### src/rtl/alu_pkg.sv
// Shared definitions for the ALU byte-stream front-end: default widths, ALU opcodes
// and the frame FSM state encoding.
package alu_pkg;

    localparam int unsigned NB_DATA_DEFAULT   = 8;
    localparam int unsigned NB_OPCODE_DEFAULT = 6;

    localparam logic [5:0] OP_ADD = 6'b100000;
    localparam logic [5:0] OP_SUB = 6'b100010;
    localparam logic [5:0] OP_AND = 6'b100100;
    localparam logic [5:0] OP_OR  = 6'b100101;
    localparam logic [5:0] OP_XOR = 6'b100110;
    localparam logic [5:0] OP_NOR = 6'b100111;
    localparam logic [5:0] OP_SRA = 6'b000011;
    localparam logic [5:0] OP_SRL = 6'b000010;

    typedef enum logic [2:0] {
        StWaitA,
        StWaitB,
        StWaitOp,
        StExec,
        StSend,
        StWaitTx
    } state_e;

endpackage

### src/rtl/frame_timer.sv
// Inter-byte timeout counter: clear has priority, counts while enabled and saturates
// at TIMEOUT_CYCLES-1, where expired is raised.
module frame_timer #(
    parameter int unsigned TIMEOUT_CYCLES = 50000
) (
    input  logic clk,
    input  logic reset,
    input  logic clear,
    input  logic enable,
    output logic expired
);

    localparam int unsigned CW = (TIMEOUT_CYCLES > 2) ? $clog2(TIMEOUT_CYCLES) : 1;
    localparam logic [CW-1:0] LAST = CW'(TIMEOUT_CYCLES - 1);

    logic [CW-1:0] count_q, count_d;

    assign expired = (count_q == LAST);

    always_comb begin
        count_d = count_q;
        if (clear) begin
            count_d = '0;
        end else if (enable && !expired) begin
            count_d = count_q + 1'b1;
        end
    end

    always_ff @(posedge clk) begin
        if (reset) begin
            count_q <= '0;
        end else begin
            count_q <= count_d;
        end
    end

endmodule

### src/rtl/alu_uart_interface.sv
// Collects operand A, operand B and opcode bytes from the UART receiver, presents them to
// the combinational ALU and hands the captured result to the UART transmitter.
module alu_uart_interface
    import alu_pkg::*;
#(
    parameter int unsigned NB_DATA        = NB_DATA_DEFAULT,
    parameter int unsigned NB_OPCODE      = NB_OPCODE_DEFAULT,
    parameter int unsigned TIMEOUT_CYCLES = 50000
) (
    input  logic                 clk,
    input  logic                 reset,
    input  logic [NB_DATA-1:0]   rx_data,
    input  logic                 rx_done,
    input  logic [NB_DATA-1:0]   alu_result,
    output logic [NB_DATA-1:0]   dato_a,
    output logic [NB_DATA-1:0]   dato_b,
    output logic [NB_OPCODE-1:0] opcode,
    output logic [NB_DATA-1:0]   tx_data,
    output logic                 tx_start,
    input  logic                 tx_done,
    output logic                 busy,
    output logic                 overrun,
    output logic                 frame_err
);

    state_e               state_q, state_d;
    logic [NB_DATA-1:0]   dato_a_q, dato_a_d;
    logic [NB_DATA-1:0]   dato_b_q, dato_b_d;
    logic [NB_OPCODE-1:0] opcode_q, opcode_d;
    logic [NB_DATA-1:0]   tx_data_q, tx_data_d;
    logic                 tx_start_q, tx_start_d;
    logic                 busy_q, busy_d;
    logic                 overrun_q, overrun_d;
    logic                 frame_err_q, frame_err_d;

    logic in_frame, tmr_clear, tmr_enable, tmr_expired, timeout;

    // Only the gaps inside a frame are timed; an accepted byte restarts the window.
    assign in_frame   = (state_q == StWaitB) || (state_q == StWaitOp);
    assign tmr_clear  = rx_done || !in_frame;
    assign tmr_enable = in_frame && !rx_done;
    assign timeout    = in_frame && !rx_done && tmr_expired;

    frame_timer #(
        .TIMEOUT_CYCLES (TIMEOUT_CYCLES)
    ) u_frame_timer (
        .clk     (clk),
        .reset   (reset),
        .clear   (tmr_clear),
        .enable  (tmr_enable),
        .expired (tmr_expired)
    );

    always_comb begin
        state_d     = state_q;
        dato_a_d    = dato_a_q;
        dato_b_d    = dato_b_q;
        opcode_d    = opcode_q;
        tx_data_d   = tx_data_q;
        overrun_d   = 1'b0;
        frame_err_d = 1'b0;

        unique case (state_q)
            StWaitA: begin
                if (rx_done) begin
                    dato_a_d = rx_data;
                    state_d  = StWaitB;
                end
            end
            StWaitB: begin
                if (rx_done) begin
                    dato_b_d = rx_data;
                    state_d  = StWaitOp;
                end else if (timeout) begin
                    frame_err_d = 1'b1;
                    state_d     = StWaitA;
                end
            end
            StWaitOp: begin
                if (rx_done) begin
                    opcode_d = rx_data[NB_OPCODE-1:0];
                    state_d  = StExec;
                end else if (timeout) begin
                    frame_err_d = 1'b1;
                    state_d     = StWaitA;
                end
            end
            StExec: begin
                tx_data_d = alu_result;
                overrun_d = rx_done;
                state_d   = StSend;
            end
            StSend: begin
                overrun_d = rx_done;
                state_d   = StWaitTx;
            end
            StWaitTx: begin
                overrun_d = rx_done;
                if (tx_done) begin
                    state_d = StWaitA;
                end
            end
            default: begin
                state_d = StWaitA;
            end
        endcase

        // Registered from the next state so both line up with the state they describe.
        busy_d     = (state_d == StExec) || (state_d == StSend) || (state_d == StWaitTx);
        tx_start_d = (state_d == StSend);
    end

    always_ff @(posedge clk) begin
        if (reset) begin
            state_q     <= StWaitA;
            dato_a_q    <= '0;
            dato_b_q    <= '0;
            opcode_q    <= '0;
            tx_data_q   <= '0;
            tx_start_q  <= 1'b0;
            busy_q      <= 1'b0;
            overrun_q   <= 1'b0;
            frame_err_q <= 1'b0;
        end else begin
            state_q     <= state_d;
            dato_a_q    <= dato_a_d;
            dato_b_q    <= dato_b_d;
            opcode_q    <= opcode_d;
            tx_data_q   <= tx_data_d;
            tx_start_q  <= tx_start_d;
            busy_q      <= busy_d;
            overrun_q   <= overrun_d;
            frame_err_q <= frame_err_d;
        end
    end

    assign dato_a    = dato_a_q;
    assign dato_b    = dato_b_q;
    assign opcode    = opcode_q;
    assign tx_data   = tx_data_q;
    assign tx_start  = tx_start_q;
    assign busy      = busy_q;
    assign overrun   = overrun_q;
    assign frame_err = frame_err_q;

endmodule

### config.mk
export PLATFORM = sky130hd
export DESIGN_NAME = alu_uart_interface
export DESIGN_NICKNAME = d
export VERILOG_FILES = /design/src/rtl/alu_pkg.sv /design/src/rtl/frame_timer.sv /design/src/rtl/alu_uart_interface.sv
export SDC_FILE = /design/constraint.sdc
export NUM_CORES = 1
export LEC_CHECK = 0
export ABC_AREA = 1
export ABC_CLOCK_PERIOD_IN_PS = 1900
export CELL_PAD_IN_SITES_DETAIL_PLACEMENT = 0
export CELL_PAD_IN_SITES_GLOBAL_PLACEMENT = 1
export CORE_MARGIN = 2
export CORE_UTILIZATION = 35
export DETAILED_ROUTE_END_ITERATION = 8
export GPL_TIMING_DRIVEN = 0
export PLACE_DENSITY_LB_ADDON = 0.15
export RECOVER_POWER = 50
export SLEW_MARGIN = 20
export SYNTH_ARGS = -nofsm -noshare
export SYNTH_HDL_FRONTEND = slang
export SYNTH_SLANG_ARGS = --single-unit
### constraint.sdc
create_clock -name clk -period 1.9 [get_ports clk]
set_clock_uncertainty 0.15 [all_clocks]
set_input_delay 0.19 -clock clk [delete_from_list [all_inputs] [get_ports clk]]
set_output_delay 0.19 -clock clk [all_outputs]
set_load 0.02 [all_outputs]
# Word-level counts from Yosys, hierarchy flattened

Index checks and enable logic that the tools add are counted.

Equality and inequality tests: 9
Muxes and demuxes: 7
Add/subtract/negate cells: 1
Reduce and logical (&&, ||, !) cells: 19
Bitwise logic cells: 2

Operators with widths:

| cell                                                             | number |
|---|---|
| 3-bit case mux with 6 select lines                               | 1 |
| 16-bit by 1-bit adder with 16-bit output (second input constant) | 1 |
| 16-bit == test (second input constant)                           | 1 |
| 3-bit two-way mux                                                | 5 |
| 3-bit == test (second input constant)                            | 4 |
| 3-bit by 2-bit == test with 1-bit output (second input constant) | 3 |
| 2-bit AND reduction                                              | 3 |
| 2-bit OR reduction                                               | 3 |
| 3-bit OR reduction                                               | 2 |
| 1-bit logical OR                                                 | 4 |
| 3-bit by 1-bit == test with 1-bit output (second input constant) | 1 |
| 1-bit logical AND                                                | 3 |
| 1-bit zero test                                                  | 3 |
| 3-bit zero test                                                  | 1 |
| 1-bit inverter                                                   | 2 |
| 1-bit two-way mux                                                | 1 |

Output and inout port bits: 34
Input bits: 20
Logic and storage cells: 48
Flip-flop bits (word level): 53

# Depth between registers and ports, before layout

Gate-level depths: netlist (run 1).

Depth after elaboration: 10
Gate-level depth with buffers: 10
Gate-level depth less buffers: 9

# Modules after synthesis

From an unflattened synthesis (run 1), not the netlist that was laid out.

Cells, all modules: 309
Area total of the unflattened synthesis: 2,284.7 um^2

Modules (own cells, without submodules):

| module             | cells each | instances | seq. area each (um^2) | area an instance (um^2) |
|---|---|---|---|---|
| alu_uart_interface | 170        | 1         | 740.7                 | 1,363.8 |
| frame_timer        | 139        | 1         | 320.3                 | 920.9 |

# Worst setup path after synthesis (run 1)

No wires, ideal clock.

Kind: reg2reg
Start point: register u_frame_timer.count_q[0]
End point: register u_frame_timer.count_q[14]
Path slack: 0.191 ns
Library setup time: 0.066 ns
Clock period less this slack: 1.709 ns
Cell stages (with the launch flop): 11
Required time: 1.684 ns
Arrival: 1.493 ns
Buffers on the path: 1
Cells stage by stage: dfxtp_1 -> ha_1 -> nand2_2 -> nor2_8 -> inv_2 -> nor2_4 -> nand2_4 -> nand2_8 -> buf_8 -> nand2_1 -> a21oi_2

Word-level cells in the longest chain between the ends: 3
Elaborated cells on any way between the ends: 4
Classes of those cells: add/sub (1); eq/ne (1); reduce/logical (2)

Ends and longest elaborated chain:

| what                                                                             | RTL line          | source |
|---|---|---|
| start, declared                                                                  | frame_timer.sv:16 | `logic [CW-1:0] count_q, count_d;` |
| start signal, assigned                                                           | frame_timer.sv:33 | `count_q <= count_d;` |
| branches (longest 3 deep; another with 16-bit by 1-bit adder with 16-bit output) | n/a               |  |

Several ways; the timed one is not identified.
A chain may end at the register's enable or synchronous reset.

# Worst setup path in the final report (run 1)

Start point: register state_q[1]
End point: register dato_b_q[3], in the netlist dato_b[3]

Word-level cells in the longest chain between the ends: 2

Ends and longest elaborated chain:

| what                                     | RTL line                  | source |
|---|---|---|
| start, declared                          | alu_uart_interface.sv:26  | `state_e state_q, state_d;` |
| start signal, assigned                   | alu_uart_interface.sv:115 | `state_q <= StWaitA;` |
| start signal, assigned                   | alu_uart_interface.sv:125 | `state_q <= state_d;` |
| 3-bit by 1-bit == test with 1-bit output | alu_uart_interface.sv:63  | `unique case (state_q)` |
| 2-bit AND reduction (no source line)     | n/a                       |  |
| end signal, assigned                     | alu_uart_interface.sv:127 | `dato_b_q <= dato_b_d;` |
| end, declared                            | alu_uart_interface.sv:28  | `logic [NB_DATA-1:0] dato_b_q, dato_b_d;` |

No other way between the ends.

==> results.cfg, run 1 <==
[logic_synthesis]
synth_top_flop_cell = dfxtp_1
synth-seq-cells = 53
async_reset_ff_frac = 0
synth_edf_count = 0
syn-num-nets = 362
synth_cell_types = 27
yosys_warnings = 0
post_synth_inst_count = 341
synth_area_per_cell_sq_um = 7.05
synthesis.area_sq_um = 2400
yosysSeqAreaShare = 0.441

[global_routing]
grt_use_total = 0.174
grt_pass1_vias = 2145
overflow = 0
antenna_found_initial = 0
grt_pass1_wl_um = 10300
grt_max_degree = 19

[layout]
final_cell_mix = nor2_1 (88), nand2_1 (68), dfxtp_1 (51)
num_antenna_cells = 0
syn_to_final_growth_pct = 31.6
finalNetCount = 421
drive_above_1_share = 0.0898
final_common_cell = nor2_1

[clock_network]
numCtsBuffers = 5
cts_root_buf = clkbuf_8
h-tree-depth = 2
clk_latency_ps = 320
cts.sinks = 53
post_cts_buffers = 0
cts_max_path_buffers = 2
clk_pin_slew_ps = 100
tritoncts = built

[critical_path]
crit_slowest_cell = nor2_1
path_buf_inv = 2
crit_path_max_fanout = 9
cp_cell_sequence = inv_2, nand3_1, nor2_1, inv_1, nor2_1, nor2_1
r2r-end = dato_b[3]$_SDFFE_PP0P_
crit_path_end_kind = flop
required_ps = 1970
path_delay_family = simple AND/OR/NAND/NOR gates
startpoint_type = flop
critPathLaunch = state_q[1]$_SDFF_PP0_
r2r-start = state_q[1]$_SDFF_PP0_
crit_arrival_ps = 1840
crit_path_max_incr_delay_ps = 480
worstSetupPathType = flop to flop
r2r_setup_slack_ps = 130
cp_common_cell = nor2_1
worstRegToRegCells = 6

[power_and_ir_drop]
leakagePower_nw = 1.32
ir_worst_vdd_uv = 435
p_per_area_nw_per_um2 = 727
p_total_mw = 2.30

[place]
dpl.hpwl_um = 4360
place.port_buffers = 52
gp_congestion = 0.773

[timing]
rsz0062_at_grt = false
finalSetupTns_ps = 0
finalSetupViolations = 0
timing.final.max_slew_violations = 0
hold_violations = 0
fin_crit_ps = 1770
worstMarginPinSlew_ps = 594
maxSlewHeadroom = 0.603
min_period_over_period = 0.934
max_freq_mhz = 564

[worst_hold_path]
worstHoldStart = reset
holdPathStages = 2
hp-class = primary input to flop
holdPathEnd = frame_err$_SDFF_PP0_

[drt]
drt_wl_total_um = 6070
vias_per_cell = 4.65
via_count = 2235
first_pass_iters = 4
wl_per_cell_um = 12.6
antenna_left = 0
drt_iter0_markers = 75
drcViolationCount = 0

[job]
max_cap_violations = 0

[die]
start_util = 0.358
die_h_um = 86.9
die-area_sq_um = 7550
die_w_um = 86.9
ioPinCount = 54
fp.coreArea_sq_um = 6720
rows = 30

[outcome]
outcome = finished clean
logic make-up (layout without fill, tap and decap cells):
| group | count (synthesis) | count (layout) | share of synthesized area |
|---|---|---|---|
| XOR/XNOR | 5 | 5 | 0.0182 |
| flip-flops | 53 | 53 | 0.441 |
| AND/OR/NAND/NOR | 194 | 194 | 0.349 |
| buffers and inverters | 34 | 94 | 0.0609 |
| AO/OA/AOI/OAI | 54 | 54 | 0.126 |
| adder cells (fa/ha/maj) | 1 | 1 | 0.00520 |
worst max path at each step:
stage,endpoint,cells past startpoint,slack (ps)
3_5_place_dp,dato_a[2]$_SDFFE_PP0P_,6,-210
5_1_grt,dato_b[2]$_SDFFE_PP0P_,6,0.8
2_1_floorplan,u_frame_timer.count_q[14]$_SDFFE_PP0P_,10,190
6_report,dato_b[3]$_SDFFE_PP0P_,6,130
4_1_cts,u_frame_timer.count_q[11]$_SDFFE_PP0P_,10,50
3_3_place_gp,dato_a[5]$_SDFFE_PP0P_,6,-210
routing by layer:
layer	vias to the layer above	part of all wire	GRT usage
li1	1214	-	-
met1	982	0.47	0.221
met2	32	0.47	0.279
met3	7	0.051	0.0550
met4	0	0.015	0.0611
met5	-	0	0
final cells by class:
class | instances | area (sq um)
well taps | 80 | 100
inverters | 24 | 90.1
clock buffers | 5 | 68.8
clock inverters | 3 | 47.5
flip-flops and latches | 53 | 1070
repair buffers | 52 | 520
fillers | 691 | 3550
multi-input cells | 254 | 1210
plain buffers | 10 | 58.8
what timing repair did:
action                                  in CTS  in global routing
endpoints found under the setup margin      10                 23
pin swaps                                    0                  0
hold buffers                                 0                  0
gates resized for setup                      2                  5
registers in the layout (all words and copies together), names as in the netlist:
name / flops
dato_a: 8
busy: 1
state_q: 3
tx_start: 1
u_frame_timer.count_q: 16
tx_data: 8
overrun: 1
dato_b: 8
opcode: 6
frame_err: 1
per-stage QoR:
step	instances	util	area (sq um)	setup slack, ps	hold WS [ps]
floorplan	341	-	2400	191	175
global placement	473	0.450	3030	-209	343
detailed placement	473	0.450	3030	-212	345
CTS	481	0.468	3150	50.8	57.5
global route	481	0.471	3160	0.830	94.3
finish	481	0.471	3160	125	59.5
where the power goes:
part           internal [mW]  total (mW)  switching, mW
combinational          0.129       0.307          0.178
clock                  0.403       0.818          0.415
sequential              1.15        1.17         0.0203
cell usage after synthesis, types with 2 or more instances:
| library cell | count | share of area |
|---|---|---|
| buf_2 | 3 | 0.0062 |
| a21oi_1 | 13 | 0.027 |
| nand2_2 | 2 | 0.0052 |
| xor2_1 | 5 | 0.018 |
| nand4_1 | 7 | 0.018 |
| inv_2 | 5 | 0.0078 |
| nand2_1 | 68 | 0.11 |
| nor2_1 | 89 | 0.14 |
| dfxtp_1 | 53 | 0.44 |
| o21ai_0 | 31 | 0.065 |
| nand3b_1 | 2 | 0.0062 |
| nand3_1 | 20 | 0.042 |
| clkbuf_1 | 5 | 0.0078 |
| a21oi_2 | 7 | 0.025 |
| inv_1 | 19 | 0.030 |
No activity file was read; power rests on OpenSTA's default activity.
==> run 2: changes to the inputs <==
--- a/config.mk
+++ b/config.mk
@@ -15,6 +15,7 @@
 export GPL_TIMING_DRIVEN = 0
 export PLACE_DENSITY_LB_ADDON = 0.15
 export RECOVER_POWER = 50
+export SETUP_SLACK_MARGIN = 0.3
 export SLEW_MARGIN = 20
 export SYNTH_ARGS = -nofsm -noshare
 export SYNTH_HDL_FRONTEND = slang
==> results.cfg, run 2 (synthesized netlist as in run 1, its figures left out) <==
[outcome]
outcome = finished clean

[global_routing]
overflow = 0
grt_pass1_wl_um = 10800
antenna_found_initial = 0
grt_pass1_vias = 2318
grt_max_degree = 18
grt_use_total = 0.180

[critical_path]
r2r-end = u_frame_timer.count_q[13]$_SDFFE_PP0P_
r2r_setup_slack_ps = 240
crit_path_end_kind = flop
worstRegToRegCells = 10
cp-endpoint = u_frame_timer.count_q[13]$_SDFFE_PP0P_
startpoint_type = flop
worstSetupPathType = flop to flop
r2r-start = state_q[0]$_SDFF_PP0_
required_ps = 2000
crit_arrival_ps = 1760
crit_path_max_fanout = 7
critPathLaunch = state_q[0]$_SDFF_PP0_

[layout]
regMostFlops = u_frame_timer.count_q
num_antenna_cells = 0
drive_above_1_share = 0.190
final_cell_mix = nor2_1 (81), nand2_1 (58), dfxtp_1 (44)
syn_to_final_growth_pct = 40.6
final_common_cell = nor2_1
finalNetCount = 435
largest_register_ffs = 16
final_area_sq_um = 3380

[timing]
timing.final.max_slew_violations = 0
hold_violations = 0
worstMarginPinSlew_ps = 467
maxSlewHeadroom = 0.689
rsz0062_at_grt = true
max_freq_mhz = 604
finalSetupTns_ps = 0
min_period_over_period = 0.872
finalSetupViolations = 0
fin_crit_ps = 1660
fin_ws_ps = 244

[clock_network]
tritoncts = built
cts_max_path_buffers = 2
clk_latency_ps = 310
cts.sinks = 53
clk_pin_slew_ps = 110
cts_root_buf = clkbuf_8
h-tree-depth = 2
numCtsBuffers = 5

[power_and_ir_drop]
leakagePower_nw = 1.48
ir_worst_vdd_uv = 348
p_per_area_nw_per_um2 = 661

[place]
post_dp_cell_area_sq_um = 3040
place.port_buffers = 52
dp_slack_ps = -234
gp_congestion = 0.805
dpl.hpwl_um = 4370

[die]
die_w_um = 86.9
die_h_um = 86.9
fp.coreArea_sq_um = 6720
start_util = 0.358
die-area_sq_um = 7550
rows = 30
ioPinCount = 54

[drt]
antenna_left = 0
first_pass_iters = 4
drt_wl_total_um = 6490
wl_per_cell_um = 13.1
via_count = 2393
drcViolationCount = 0
drt_iter0_markers = 44
vias_per_cell = 4.83

[job]
max_cap_violations = 0

[worst_hold_path]
hp-class = primary input to flop
## run 2: how the worst min path moves through the flow
stage                                       from                     end  slack, ps  cells past startpoint
after floorplan                       rx_data[0]  dato_a[0]$_SDFFE_PP0P_        170                      2
after global placement    dato_a[0]$_SDFFE_PP0P_  dato_a[0]$_SDFFE_PP0P_        340                      2
after detailed placement  opcode[4]$_SDFFE_PP0P_  opcode[4]$_SDFFE_PP0P_        340                      2
after CTS                                  reset    frame_err$_SDFF_PP0_         80                      2
after global routing                       reset    frame_err$_SDFF_PP0_         90                      2
final                                      reset    frame_err$_SDFF_PP0_         70                      2
## run 2: final cells by class
| cell class | instances | area, sq um |
|---|---|---|
| Fill cell | 705 | 3340 |
| Multi-Input combinational cell | 254 | 1330 |
| Sequential cell | 53 | 1080 |
| Timing Repair Buffer | 66 | 604 |
| Tap cell | 80 | 100 |
| Inverter | 24 | 95.1 |
| Clock buffer | 6 | 82.6 |
| Buffer | 10 | 68.8 |
| Clock inverter | 2 | 17.5 |
## run 2: stage by stage
stage,hold slack [ps],util,instances,power [mW]
floorplan,175,-,341,1.36
global placement,341,0.453,473,1.52
detailed placement,345,0.453,473,1.52
CTS,77.7,0.486,492,2.25
global route,90.0,0.503,495,2.34
finish,69.2,0.503,495,2.23
## run 2: timing repair
action,CTS,global route
pin swaps,7,15
setup buffers,9,3
gates cloned,2,0
hold buffers,0,0
resized for setup,49,45
setup endpoints to repair,75,44
## run 2: report_power, final
part | switching [mW] | internal [mW] | total [mW]
Clock | 0.408 | 0.304 | 0.712
Sequential | 0.0213 | 1.15 | 1.17
Combinational | 0.204 | 0.150 | 0.354
Total | 0.633 | 1.60 | 2.23
## run 2: worst max-delay path: stages, from the launching register on
cell	delay, ps
dfxtp_1	380
inv_1	90
nand3_2	90
nand2_2	60
nand2_1	170
clkinv_4	130
nand2_8	100
buf_12	110
buf_8	120
nand2_1	60
a21oi_2	120
## run 2: layer usage
| metal | track usage | wire length [um] | vias to the layer above |
|---|---|---|---|
| li1 | - | - | 1246 |
| met1 | 0.208 | 2840 | 1085 |
| met2 | 0.316 | 3150 | 51 |
| met3 | 0.0626 | 391 | 11 |
| met4 | 0.0483 | 118 | 0 |
| met5 | 0 | 0 | - |
